<file path="config.mk">
export PLATFORM = sky130hd
export DESIGN_NAME = res_readout_flat
export DESIGN_NICKNAME = d
export VERILOG_FILES = /design/src/rtl/dt_pkg.sv /design/src/rtl/res_readout_if.sv /design/src/rtl/res_readout_rd_fifo.sv /design/src/rtl/res_readout.sv /design/src/flat_wrapper.sv
export SDC_FILE = /design/constraint.sdc
export NUM_CORES = 1
export LEC_CHECK = 0
export ABC_AREA = 1
export BUFFER_PORTS_ARGS = -buffer_cell sky130_fd_sc_hd__buf_2
export CORE_MARGIN = 2
export CORE_UTILIZATION = 29
export CTS_CLUSTER_DIAMETER = 60
export DETAILED_ROUTE_END_ITERATION = 10
export PLACE_DENSITY = 0.47
export SETUP_SLACK_MARGIN = 0.1
export SLEW_MARGIN = 10
export SYNTH_ARGS = -nofsm -noshare
export SYNTH_HDL_FRONTEND = slang
export SYNTH_SLANG_ARGS = --single-unit
</file>
<file path="constraint.sdc">
create_clock -name clk -period 1.9 [get_ports clk]
set_input_delay 0.19 -clock clk [delete_from_list [all_inputs] [get_ports clk]]
set_output_delay 0.19 -clock clk [all_outputs]
set_load 0.005 [all_outputs]
</file>
<file path="src/rtl/dt_pkg.sv">
// Shared constants, FIFO entry layout and readout state enum for the
// distance-transform result readout path.
`timescale 1ns/1ps
package dt_pkg;

  localparam int IMG_W      = 128;
  localparam int IMG_H      = 128;
  localparam int ADDR_W     = 14;
  localparam int DW         = 8;
  localparam int IMG_PIX    = IMG_W * IMG_H;
  localparam int FIFO_DEPTH = 4;

  typedef enum logic [1:0] {
    IDLE  = 2'd0,
    RUN   = 2'd1,
    DRAIN = 2'd2,
    DONE  = 2'd3
  } rd_state_e;

  typedef struct packed {
    logic              last;
    logic [ADDR_W-1:0] addr;
    logic [DW-1:0]     data;
  } rd_entry_t;

  // True for the final raster address of the image.
  function automatic logic is_last_pix(input logic [ADDR_W-1:0] a);
    return (a == ADDR_W'(IMG_PIX - 1));
  endfunction

endpackage

</file>
<file path="src/rtl/res_readout_if.sv">
// Result-RAM read port plus the valid/ready pixel stream of the readout.
// master = the readout engine, slave = RAM and pixel sink.
`timescale 1ns/1ps
interface res_readout_if;
  import dt_pkg::*;

  logic              res_rd;
  logic [ADDR_W-1:0] res_addr;
  logic [DW-1:0]     res_di;

  logic              out_valid;
  logic              out_ready;
  logic [DW-1:0]     out_data;
  logic [ADDR_W-1:0] out_addr;
  logic              out_last;

  modport master (
    output res_rd, res_addr,
    input  res_di,
    output out_valid, out_data, out_addr, out_last,
    input  out_ready
  );

  modport slave (
    input  res_rd, res_addr,
    output res_di,
    input  out_valid, out_data, out_addr, out_last,
    output out_ready
  );

endinterface

</file>
<file path="src/rtl/res_readout_rd_fifo.sv">
// Small synchronous prefetch FIFO (module rd_fifo) with occupancy count;
// push and pop in the same cycle leave the count unchanged. DEPTH must be a power of two.
`timescale 1ns/1ps
module rd_fifo #(
  parameter int DEPTH = 4,
  parameter int WIDTH = 8
) (
  input  logic                         clk,
  input  logic                         reset,
  input  logic                         push,
  input  logic [WIDTH-1:0]             din,
  input  logic                         pop,
  output logic [WIDTH-1:0]             dout,
  output logic [$clog2(DEPTH+1)-1:0]   count,
  output logic                         empty
);

  localparam int AW = $clog2(DEPTH);
  localparam int CW = $clog2(DEPTH + 1);
  localparam logic [CW-1:0] FULL_C = CW'(DEPTH);

  logic [WIDTH-1:0] mem_r [DEPTH];
  logic [AW-1:0]    wr_ptr_r;
  logic [AW-1:0]    rd_ptr_r;
  logic [CW-1:0]    count_r;
  logic             push_s;
  logic             pop_s;

  // Guard against pop-when-empty and push-when-full regardless of the caller.
  always_comb begin
    pop_s  = pop && (count_r != CW'(0));
    push_s = push && ((count_r != FULL_C) || pop_s);
  end

  // Storage, pointers and occupancy.
  always_ff @(posedge clk or negedge reset) begin
    if (!reset) begin
      for (int i = 0; i < DEPTH; i++) begin
        mem_r[i] <= '0;
      end
      wr_ptr_r <= AW'(0);
      rd_ptr_r <= AW'(0);
      count_r  <= CW'(0);
    end else begin
      if (push_s) begin
        mem_r[wr_ptr_r] <= din;
        wr_ptr_r        <= wr_ptr_r + AW'(1);
      end
      if (pop_s) begin
        rd_ptr_r <= rd_ptr_r + AW'(1);
      end
      case ({push_s, pop_s})
        2'b10:   count_r <= count_r + CW'(1);
        2'b01:   count_r <= count_r - CW'(1);
        default: count_r <= count_r;
      endcase
    end
  end

  assign dout  = mem_r[rd_ptr_r];
  assign count = count_r;
  assign empty = (count_r == CW'(0));

endmodule

</file>
<file path="src/rtl/res_readout.sv">
// Streams the distance-transform result RAM out in raster order after start.
// Optional statistics outputs (stat_max, stat_nz) with RES_READOUT_STAT_EN defined.
`timescale 1ns/1ps
module res_readout
  import dt_pkg::*;
#(
  parameter int FIFO_DEPTH = dt_pkg::FIFO_DEPTH
) (
  input  logic              clk,
  input  logic              reset,
  input  logic              start,
  res_readout_if.master     bus,
  output logic              busy,
  output logic              done
`ifdef RES_READOUT_STAT_EN
  ,
  output logic [DW-1:0]     stat_max,
  output logic [ADDR_W:0]   stat_nz
`endif
);

  localparam int CW = $clog2(FIFO_DEPTH + 1);
  localparam int EW = $bits(rd_entry_t);
  localparam logic [CW:0]     DEPTH_C = (CW + 1)'(FIFO_DEPTH);
  localparam logic [ADDR_W:0] PIX_C   = (ADDR_W + 1)'(IMG_PIX);
  localparam logic [ADDR_W:0] LAST_C  = (ADDR_W + 1)'(IMG_PIX - 1);

  rd_state_e         state_r;
  logic [ADDR_W:0]   issue_cnt_r;
  logic              inflight_r;
  logic [ADDR_W-1:0] rd_addr_r;
  logic              busy_r;
  logic              done_r;

  logic              issue_s;
  logic              start_acc_s;
  logic              transfer_s;
  logic [CW:0]       occ_s;
  logic [CW-1:0]     fifo_count_s;
  logic              fifo_empty_s;
  rd_entry_t         push_entry_s;
  rd_entry_t         head_s;
  logic [EW-1:0]     fifo_dout_s;

  // Credit check: FIFO entries plus the read still in flight must leave room.
  always_comb begin
    occ_s       = {1'b0, fifo_count_s} + {{CW{1'b0}}, inflight_r};
    issue_s     = (state_r == RUN) && (occ_s < DEPTH_C) && (issue_cnt_r < PIX_C);
    start_acc_s = start && ((state_r == IDLE) || (state_r == DONE));
    transfer_s  = !fifo_empty_s && bus.out_ready;
    head_s      = rd_entry_t'(fifo_dout_s);
  end

  // Capture entry for the data returning from last cycle's read.
  always_comb begin
    push_entry_s.last = is_last_pix(rd_addr_r);
    push_entry_s.addr = rd_addr_r;
    push_entry_s.data = bus.res_di;
  end

  // Readout sequencer with registered busy/done.
  always_ff @(posedge clk or negedge reset) begin
    if (!reset) begin
      state_r     <= IDLE;
      issue_cnt_r <= '0;
      busy_r      <= 1'b0;
      done_r      <= 1'b0;
    end else begin
      case (state_r)
        IDLE, DONE: begin
          if (start) begin
            state_r     <= RUN;
            issue_cnt_r <= '0;
            busy_r      <= 1'b1;
            done_r      <= 1'b0;
          end
        end
        RUN: begin
          if (issue_s) begin
            issue_cnt_r <= issue_cnt_r + (ADDR_W + 1)'(1);
            if (issue_cnt_r == LAST_C) begin
              state_r <= DRAIN;
            end
          end
        end
        DRAIN: begin
          if (transfer_s && head_s.last) begin
            state_r <= DONE;
            busy_r  <= 1'b0;
            done_r  <= 1'b1;
          end
        end
        default: begin
          state_r <= IDLE;
          busy_r  <= 1'b0;
          done_r  <= 1'b0;
        end
      endcase
    end
  end

  // Remember whether a read is outstanding and which address it targets.
  always_ff @(posedge clk or negedge reset) begin
    if (!reset) begin
      inflight_r <= 1'b0;
      rd_addr_r  <= '0;
    end else begin
      inflight_r <= issue_s;
      if (issue_s) begin
        rd_addr_r <= issue_cnt_r[ADDR_W-1:0];
      end
    end
  end

  rd_fifo #(
    .DEPTH (FIFO_DEPTH),
    .WIDTH (EW)
  ) u_fifo (
    .clk   (clk),
    .reset (reset),
    .push  (inflight_r),
    .din   (push_entry_s),
    .pop   (transfer_s),
    .dout  (fifo_dout_s),
    .count (fifo_count_s),
    .empty (fifo_empty_s)
  );

  // RAM strobe and FIFO-head stream outputs; fields read zero when nothing is valid.
  always_comb begin
    bus.res_rd    = issue_s;
    bus.res_addr  = issue_cnt_r[ADDR_W-1:0];
    bus.out_valid = !fifo_empty_s;
    if (!fifo_empty_s) begin
      bus.out_data = head_s.data;
      bus.out_addr = head_s.addr;
      bus.out_last = head_s.last;
    end else begin
      bus.out_data = '0;
      bus.out_addr = '0;
      bus.out_last = 1'b0;
    end
  end

  assign busy = busy_r;
  assign done = done_r;

`ifdef RES_READOUT_STAT_EN
  logic [DW-1:0]   stat_max_r;
  logic [ADDR_W:0] stat_nz_r;

  // Running maximum and nonzero count over handed-off pixels.
  always_ff @(posedge clk or negedge reset) begin
    if (!reset) begin
      stat_max_r <= '0;
      stat_nz_r  <= '0;
    end else if (start_acc_s) begin
      stat_max_r <= '0;
      stat_nz_r  <= '0;
    end else if (transfer_s) begin
      if (head_s.data > stat_max_r) begin
        stat_max_r <= head_s.data;
      end
      if (head_s.data != DW'(0)) begin
        stat_nz_r <= stat_nz_r + (ADDR_W + 1)'(1);
      end
    end
  end

  assign stat_max = stat_max_r;
  assign stat_nz  = stat_nz_r;
`else
  logic unused_s;
  assign unused_s = start_acc_s;
`endif

endmodule
</file>
<file path="src/flat_wrapper.sv">
// flat-port wrapper written by rule: the top's interface ports become plain ports
module res_readout_flat import dt_pkg::*;
#(
  parameter int FIFO_DEPTH = dt_pkg::FIFO_DEPTH
)
  (clk, reset, start, busy, done, bus_res_rd, bus_res_addr, bus_res_di, bus_out_valid, bus_out_data, bus_out_addr, bus_out_last, bus_out_ready);
  res_readout_if bus_i ();
  input  logic clk;
  input  logic reset;
  input  logic start;
  output logic busy;
  output logic done;
  output wire logic [$bits(bus_i.res_rd)-1:0] bus_res_rd;
  output wire logic [$bits(bus_i.res_addr)-1:0] bus_res_addr;
  input wire logic [$bits(bus_i.res_di)-1:0] bus_res_di;
  output wire logic [$bits(bus_i.out_valid)-1:0] bus_out_valid;
  output wire logic [$bits(bus_i.out_data)-1:0] bus_out_data;
  output wire logic [$bits(bus_i.out_addr)-1:0] bus_out_addr;
  output wire logic [$bits(bus_i.out_last)-1:0] bus_out_last;
  input wire logic [$bits(bus_i.out_ready)-1:0] bus_out_ready;
  assign bus_res_rd = bus_i.res_rd;
  assign bus_res_addr = bus_i.res_addr;
  assign bus_i.res_di = bus_res_di;
  assign bus_out_valid = bus_i.out_valid;
  assign bus_out_data = bus_i.out_data;
  assign bus_out_addr = bus_i.out_addr;
  assign bus_out_last = bus_i.out_last;
  assign bus_i.out_ready = bus_out_ready;
  res_readout #(.FIFO_DEPTH(FIFO_DEPTH)) u_core (.clk(clk), .reset(reset), .start(start), .bus(bus_i), .busy(busy), .done(done));
endmodule
</file>
==> flow_summary.ini <==
[run_status]
status = finished, final reports clean

[detailed_routing]
totalWireLength_mm = 19.0
viasPerCell = 4.66
drc = 0
dr.first_iter.drc_count = 322
vias = 5381
first_pass_iters = 4
wl_per_cell_um = 16.5
antenna_left = 0

[sta]
finalSetupTns_ns = 0
rsz0062_at_grt = true
fin_crit_sh_pct = 97.2
hold_violations = 0
max_freq_ghz = 0.542
fin_worst_skew_ns = 0.00685
final.min_clock_period_ns = 1.85
maxSlewViolCount = 0
layout_setup_ws_ns = 0.0540
hold_ws_ns = 0.0300
relSlewSlack_pct = 64.6
worst_slew_pin_slew_ns = 0.526
setup_viol = 0

[worst_setup_path]
r2r_cells = 8
end_kind = output pin
path_buf_inv = 3
r2r-end = u_core.u_fifo.mem_r[89]
start_kind = flop
crit_slowest_cell = dfrtp_2
reg2reg_slack_ns = 0.19
crit_arrival_ns = 1.66
slowest_delay_ns = 0.44
critical_path.cell_chain = inv_4 > buf_12 > a21oi_2 > o21ai_1 > a21oi_1 > buf_2
r2r_start = u_core.u_fifo.count[1]
crit_fanout = 17
cp_top_family = flip-flops
startpoint = u_core.u_fifo.rd_ptr_r[0]
crit_type = flop to output pin
cp.required_ns = 1.71

[yosys]
ys_seq_area_share_pct = 50.8
synth-seq-cells = 133
syn_area_sq_mm = 0.00655
syn_inst = 807
synth_top_cell_by_area = dfrtp_1
syn-num-nets = 827
yosysTopAreaCellShare_pct = 50.8
syn_avg_cell_area_sq_um = 8.11
yosys_warnings = 0
synth_area_leaders = dfrtp_1 (51%), nand2_1 (14%), o21ai_0 (7.5%)
synthDistinctLibCells = 33

[power]
ir_drop_uv = 820
intPower_mw = 8.05
power.leakage_nw = 3.81
switching_share_pct = 40.2
pwr-share-seq_pct = 31.6
power_density_mw_per_mm2 = 1690
comb_power_share_pct = 44.7
switchingPower_mw = 5.41
p_total_mw = 13.5
power_frac_clock_pct = 23.6

[floorplan]
ios = 53
die_area_sq_mm = 0.0238
fp.dieH_um = 154
fp-row-count = 54
die_width_um = 154
start_util_pct = 29.8
core_area_sq_mm = 0.0220

[cts]
cts_tree = done
cts_root_buf = clkbuf_16
clk_pin_slew_worst_paths_ns = 0.06
clock_sinks = 133
htree_num_levels = 4
numCtsBuffers = 17
clockBufferDepth = 2
clk_latency_ns = 0.42

[placed_design]
placed_area_sq_mm = 0.00702
gp_congestion = 0.837
placed_cells_incl_taps = 1107
dp_slack_ns = 0.0296
portBuffers = 52
hpwl_mm = 11.0

[cells_and_area]
stdcell_count = 1154
fin_nets = 882
final_common_cell = nand2_1
final_core_util_pct = 36.3
area_growth_pct = 21.9
fill_cells = 2319
final_layout_size_suffix_gt1_share_pct = 20.5
most-common-layout-cells = nand2_1 (248), dfrtp_1 (132), inv_1 (84), o21ai_0 (70), buf_2 (51)
fin_area_sq_mm = 0.00798
n_antenna_cell = 0

[worst_hold_path]
holdPathEnd = u_core.u_fifo.mem_r[2]
hold_path_class = input pin to flop
min_path_cells = 3
min_from = bus_res_di[2]

[grt]
antenna_found_initial = 0
grt_overflow_total = 0
grt_pass1_vias = 5253
grt_start_max_net_pins = 46
grt_pass1_wl_mm = 28.6
globalRouteTotalUtil_pct = 15.4

[job]
maxCapViolCount = 0
==> worst min-delay path, cell delays in order <==
cell and delay, ns:
buf_2 0.12, nand2_1 0.06, nand2_1 0.05
==> synth_stat cells, drive strengths merged <==
| library cell | n |
|---|---|
| nand3 | 19 |
| inv | 90 |
| a21oi | 76 |
| o21ai | 120 |
| o21bai | 1 |
| nand2 | 255 |
| nand4 | 14 |
| nor4 | 1 |
| xor2 | 3 |
| dfrtp | 133 |
| nor3 | 4 |
| buf | 39 |
| o211ai | 1 |
| or2 | 1 |
| clkbuf | 15 |
| nor2 | 27 |
| fa | 1 |
| ha | 7 |
==> flip-flops by register name, summed over array words and instances (netlist names) <==
name and flops:
u_core.done 1, u_core.inflight_r 1, u_core.u_fifo.mem_r 92, u_core.u_fifo.count 3, u_core.state_r 2, u_core.rd_addr_r 14, u_core.u_fifo.wr_ptr_r 2, u_core.busy 1
u_core.issue_cnt_r 15, u_core.u_fifo.rd_ptr_r 2
==> cells by family (layout without fill, tap and decap cells) <==
group	Yosys count	after routing	share of synthesized area (%)
XOR/XNOR	3	3	0.401
adder cells (fa/ha/maj)	8	8	1.64
flip-flops	133	133	50.8
buffers and inverters	144	206	10.8
AND/OR/NAND/NOR	321	326	21.1
AO/OA/AOI/OAI	198	198	15.3
==> repair_timing <==
action                     4_1_cts  5_1_grt
cloned                           1        5
hold buffers                     1        0
hold endpoints to repair        36        0
pin swaps                        5       20
buffers inserted                 1        8
gates resized for setup         27       65
setup endpoints to repair       45       83
==> how the worst max path moves through the flow <==
stage | end | slack [ns] | cells past startpoint
floorplan | u_core.u_fifo.count[2] | 0.17 | 10
global route | bus_out_addr[13] | -0.03 | 6
detailed placement | u_core.u_fifo.mem_r[27] | 0.03 | 5
global placement | u_core.u_fifo.mem_r[28] | 0.08 | 5
finish | bus_out_addr[5] | 0.05 | 6
CTS | bus_out_addr[8] | 0.005 | 6
==> final cells by class <==
cell class                      instances  area (sq um)  area share (%)
Sequential cell                       133          3330            41.7
Clock buffer                           21           450            5.64
Clock inverter                         10           108            1.35
Inverter                               90           350            4.39
Tap cell                              280           350            4.39
Timing Repair Buffer                   85           628            7.87
Multi-Input combinational cell        535          2770            34.6
==> layer usage <==
metal	wire (um)	up-vias	track usage (%)
met4	282	0	4.90
met2	8590	111	23.8
met5	0	-	0
met1	9470	2567	21.6
li1	-	2683	-
met3	699	20	3.50
==> power groups by stage <==
stage          sequential, mW  combinational, mW  clock (mW)
3_5_place_dp             4.28               4.93           0
3_3_place_gp             4.26               4.91           0
4_1_cts                  4.24               5.19        3.24
2_1_floorplan            4.13               3.33           0
6_report                 4.25               6.02        3.18
5_1_grt                  4.36               6.69        3.37
Power figures use the tool's default switching activity.
